**config.mk**
```make
export PLATFORM = sky130hd
export DESIGN_NAME = divide_collect
export DESIGN_NICKNAME = d
export VERILOG_FILES = /design/src/rtl/divide_pkg.sv /design/src/rtl/divide_collect.sv
export SDC_FILE = /design/constraint.sdc
export NUM_CORES = 1
export LEC_CHECK = 0
export CELL_PAD_IN_SITES_DETAIL_PLACEMENT = 0
export CELL_PAD_IN_SITES_GLOBAL_PLACEMENT = 1
export CORE_MARGIN = 3
export CORE_UTILIZATION = 37
export CTS_BUF_LIST = sky130_fd_sc_hd__clkbuf_4 sky130_fd_sc_hd__clkbuf_8
export DETAILED_ROUTE_END_ITERATION = 8
export GPL_ROUTABILITY_DRIVEN = 0
export PLACE_DENSITY = 0.84
export RECOVER_POWER = 25
export SLEW_MARGIN = 5
export SYNTH_ARGS = -nofsm -noshare
export SYNTH_HDL_FRONTEND = slang
export SYNTH_SLANG_ARGS = --single-unit
```
**constraint.sdc**
```tcl
create_clock -name clock -period 3.45 [get_ports clock]
set_input_delay 0.69 -clock clock [delete_from_list [all_inputs] [get_ports clock]]
set_output_delay 0.69 -clock clock [all_outputs]
set_load 0.1 [all_outputs]
```
**src/rtl/divide_pkg.sv**
```systemverilog
// Shared divider definitions: default quotient format and the collector's FSM state encoding.
package divide_pkg;

  localparam int D_BITS_DEF = 32;
  localparam int Q_BITS_DEF = 10;

  typedef logic [1:0] state_t;

  localparam state_t S_REQ = 2'd0;
  localparam state_t S_CAP = 2'd1;
  localparam state_t S_OUT = 2'd2;

endpackage

```
**src/rtl/divide_collect.sv**
```systemverilog
// Pops quotients from the divider FIFO and packs N_LANES of them into one vector (lane 0 in the LSBs).
// Optional macro DIVIDE_COLLECT_CNT_EN adds the vec_count port counting accepted vectors.
module divide_collect
  import divide_pkg::*;
#(
  parameter int Q_BITS  = Q_BITS_DEF,
  parameter int D_BITS  = D_BITS_DEF,
  parameter int N_LANES = 3
) (
  input  logic                        clock,
  input  logic                        reset,
  input  logic                        in_empty,
  output logic                        in_rd_en,
  input  logic signed [D_BITS-1:0]    in_dout,
  input  logic                        flush,
  output logic [N_LANES*D_BITS-1:0]   vec_dout,
  output logic                        vec_valid,
  input  logic                        vec_ready
`ifdef DIVIDE_COLLECT_CNT_EN
  ,
  output logic [31:0]                 vec_count
`endif
);

  localparam int IDX_W = $clog2(N_LANES) + 1;
  localparam logic [IDX_W-1:0] LAST_IDX = IDX_W'(N_LANES - 1);

  if (N_LANES < 1 || N_LANES > 8 || Q_BITS > D_BITS) begin : g_cfg_check
    $error("divide_collect: illegal parameter combination");
  end

  state_t                      r_state;
  logic [IDX_W-1:0]            r_idx;
  logic [N_LANES*D_BITS-1:0]   r_vec;

  // FSM, lane index and lane storage; in_dout is only valid in S_CAP, one cycle after the pop.
  always_ff @(posedge clock or negedge reset) begin
    if (!reset) begin
      r_state <= S_REQ;
      r_idx   <= '0;
      r_vec   <= '0;
    end else begin
      case (r_state)
        S_REQ: begin
          if (flush) begin
            r_idx   <= '0;
            r_state <= S_REQ;
          end else if (!in_empty) begin
            r_state <= S_CAP;
          end else begin
            r_state <= S_REQ;
          end
        end
        S_CAP: begin
          if (flush) begin
            r_idx   <= '0;
            r_state <= S_REQ;
          end else begin
            for (int l = 0; l < N_LANES; l++) begin
              if (r_idx == IDX_W'(l)) begin
                r_vec[l*D_BITS +: D_BITS] <= in_dout;
              end
            end
            if (r_idx == LAST_IDX) begin
              r_idx   <= '0;
              r_state <= S_OUT;
            end else begin
              r_idx   <= r_idx + IDX_W'(1);
              r_state <= S_REQ;
            end
          end
        end
        // A completed vector is held until accepted; flush cannot drop it.
        S_OUT: begin
          if (vec_ready) begin
            r_state <= S_REQ;
          end else begin
            r_state <= S_OUT;
          end
        end
        default: begin
          r_state <= S_REQ;
          r_idx   <= '0;
        end
      endcase
    end
  end

  // Strobes decoded from state so reset clears them without waiting for a clock edge.
  always_comb begin
    in_rd_en  = 1'b0;
    vec_valid = 1'b0;
    case (r_state)
      S_REQ: begin
        in_rd_en  = !in_empty && !flush;
        vec_valid = 1'b0;
      end
      S_OUT: begin
        in_rd_en  = 1'b0;
        vec_valid = 1'b1;
      end
      default: begin
        in_rd_en  = 1'b0;
        vec_valid = 1'b0;
      end
    endcase
    vec_dout = r_vec;
  end

`ifdef DIVIDE_COLLECT_CNT_EN
  logic [31:0] r_vec_count;

  // Accepted-vector counter, wraps naturally at 2^32.
  always_ff @(posedge clock or negedge reset) begin
    if (!reset) begin
      r_vec_count <= 32'd0;
    end else if (vec_valid && vec_ready) begin
      r_vec_count <= r_vec_count + 32'd1;
    end
  end

  assign vec_count = r_vec_count;
`endif

endmodule

```
# Word level (Yosys, flattened, before mapping)
# Index checks and enable logic that the tools add are counted.
# Widths: inputs -> output; s select.
# totals
wordCells	34
ff_bits	101
input_bits	37
out_inout_bits	98
# op_classes
n_reduce_logical	9
n_eq_ne	5
bitwise	2
mux	12
addsub	1
# ops
operator	count
$mux 3	3
$pmux 3 s3	1
$reduce_and 3->1	3
$mux 2	3
$pmux 2 s3	1
$mux 1	4
$add 3x1->3 const B	1
$eq 3x1->1 const B	1
$eq 3x2->1 const B	1
$logic_not 3->1	1
$eq 2x1->1 const B	1
$eq 2x2->1 const B	1
$logic_not 1->1	2
$logic_not 2->1	1
$ne 2x2->1 const B	1
$not 1->1	2
$reduce_and 2->1	1
$logic_and 1x1->1	1

# Depth between registers and ports, before layout
# depth
word_depth	4
ltp_mapped	5
depth_no_buf	4

# Least setup slack after synthesis
# OpenSTA, ideal clock, no wires.
# synth_path
path_kind	input port to output port
from	in flush
to	out in_rd_en
path_slack_ps	-877
t_required_ps	2760
t_arrival_ps	3637
n_path_buf	0
path_stages	1
path_cell_list	nor4_1
# synth_between
elab_chain_cells	3
# synth_lines
item	line_no	source
start: declaration	divide_collect.sv:15	input logic flush,
$logic_not 1->1	divide_collect.sv:95	in_rd_en = !in_empty && !flush;
$logic_and 1x1->1	divide_collect.sv:95	
$mux 1	divide_collect.sv:93	case (r_state)
end: declaration	divide_collect.sv:13	output logic in_rd_en,
# Every way passes these cells.

# Final worst setup path
# Ends and elaborated chain as after synthesis.

==> results.toml <==
[layout]
final_common_cell = "clkdlybuf4s50_1"
final_cell_mix = "clkdlybuf4s50_1, dfrtp_1, mux2_2, mux2_1, buf_4"
fin_nets = 413
areaGrowthSynthToFinish_pct = 43.20
final_area_mm2 = 0.005520
nFillCells = 856
drive_gt1_frac = 0.2782
post-route-util = 0.5546
num_antenna_cells = 0
layout.cells.non_filler = 514

[floorplanning]
rows = 36
start_util = 0.3873
die_area_mm2 = 0.01168
die_h_um = 108.1
die_w_um = 108.1
core_mm2 = 0.009955
boundaryPins = 135

[clocking]
root_buffer = "clkbuf_8"
cts_resized = 0
worst_skew_pair.late_latency_ns = 0.35
clk_pin_slew_ns = 0.10
cts_tree = "done"
clkSinkCount = 101
hold_buffers = 0
htreeDepth = 3
clk_path_buf_depth = 2
post_cts_buffers = 0
cts_buffers = 9

[place]
portBuffers = 134
post_dp_cell_area_mm2 = 0.005313
dp_slack_ns = 0.8169
dp.cells = 498
dp_hpwl_um = 6004

[synthesis]
synth_top_family_by_area = "multiplexers"
async_flop_share = 1.000
syn_area_mm2 = 0.003855
synth_ff_type = "dfrtp_1"
syn_nets = 274
synthCells = 237
yosys_register_bits = 101
synth-adder-area-share = 0
avgSynthCellArea_um2 = 16.27
ys_types = 21
synthMuxAreaShare = 0.2804
synth_edf_count = 0
ys_seq_area_frac = 0.6556
synthSimpleGateAreaFrac = 0.03246
synth_xor_area_frac = 0
synth_compound_area_frac = 0.01233
yosysWarnings = 0

[worst_setup_path]
regToRegStartpoint = "r_state[0]"
crit_path_max_fanout = 8
required_ns = 2.76
endpoint_kind = "primary output"
crit_type = "primary input to primary output"
rr_endpoint = "vec_dout[45]"
worstPathArrival_ns = 2.00
rrSetupSlack_ns = 1.70
crit_path_start_kind = "primary input"
rr_worst_depth = 4

[sta]
tns_ns = 0
period_share = 0.7808
whs_ns = 0.4980
finalMaxSlewViolations = 87
rsz0062_at_grt = "false"
layout_setup_ws_ns = 0.7563
max_freq_mhz = 371.2
relSlewSlack = -0.3977
fin_skew_ns = 0.01125
hold_violations = 0
tightest_slew_ns = 2.096
setup_violations = 0
post-route-min-period_ns = 2.694

[drt]
wl_per_cell_um = 16.43
dr.pass1.iters = 4
drc = 0
routed_wl_um = 8443
drt_iter0_markers = 65
ant_nets = 0
vias = 2416
avgViaCountPerCell = 4.700

[min_path]
hold_depth = 1
min_to = "vec_dout[50]"
hp-class = "register to register"
hold_start = "vec_dout[50]"

[global_routing]
overflow = 0
grt_max_degree = 87
antenna_found_initial = 0
grt_pass1_vias = 2539
grt_pass1_wl_um = 13500
grt_use_total = 0.1482

[outcome]
violations = "capacitance limit, slew limit"
status = "finished with violations"

[pwr]
cellLeakagePower_nw = 2.530
ir_worst_vdd_mv = 0.4626
power.total_mw = 4.899
power.density_mw_per_mm2 = 887.4

[job]
max_cap_violations = 1
==> area by class of cell <==
type	count	area [um2]	share of cell area
Multi-Input combinational cell	122	1260	0.2282
Timing Repair Buffer	140	1349	0.2443
Sequential cell	101	2527	0.4578
Tap cell	133	166.4	0.03015
Clock buffer	11	145.1	0.02629
Inverter	2	7.507	0.001360
Clock inverter	5	65.06	0.01179
==> registers in the layout, indices dropped and copies added, names as in the netlist <==
register	cells
r_idx	3
r_state	2
vec_dout	96
==> logic make-up after synthesis <==
family | after synthesis
AO/OA/AOI/OAI | 7
buffers and inverters | 14
AND/OR/NAND/NOR | 19
multiplexers | 96
flip-flops | 101
==> Yosys cell counts, drive strengths merged, types with 2 or more instances <==
cell    number  area share
nor4         2      0.0032
nand2b       2      0.0032
dfrtp      101        0.66
mux2        96        0.28
o21ai        3      0.0039
buf         11       0.016
inv          2      0.0019
nand3        2      0.0026
nand2        4      0.0039
nor2         4      0.0039
nor2b        2      0.0032
==> how the worst max path moves through the flow <==
stage	slack, ns	cells after the start	startpoint	endpoint
final	0.76	3	flush	in_rd_en
after global routing	0.68	3	flush	in_rd_en
after CTS	0.81	3	flush	in_rd_en
after detailed placement	0.82	3	flush	in_rd_en
after global placement	0.87	3	flush	in_rd_en
after floorplan	0.33	1	flush	in_rd_en
==> report_power, final <==
part	total, mW	internal (mW)	leakage (nW)	switching, mW
sequential	1.55	1.42	1.31	0.130
clock	0.776	0.373	0.108	0.403
combinational	2.57	0.571	1.11	2.00
==> routing by layer <==
metal	part of all wire	up-vias	track usage
li1	-	1117	-
met1	0.41	1217	0.1773
met2	0.51	76	0.2527
met3	0.073	6	0.05970
met4	0.0046	0	0.03246
met5	0	-	0
==> critical path: stages <==
cell and delay [ns]:
dlygate4sd3_1 0.67, nor4_2 0.31, buf_4 0.33
No activity file was read; power rests on OpenSTA's default activity.
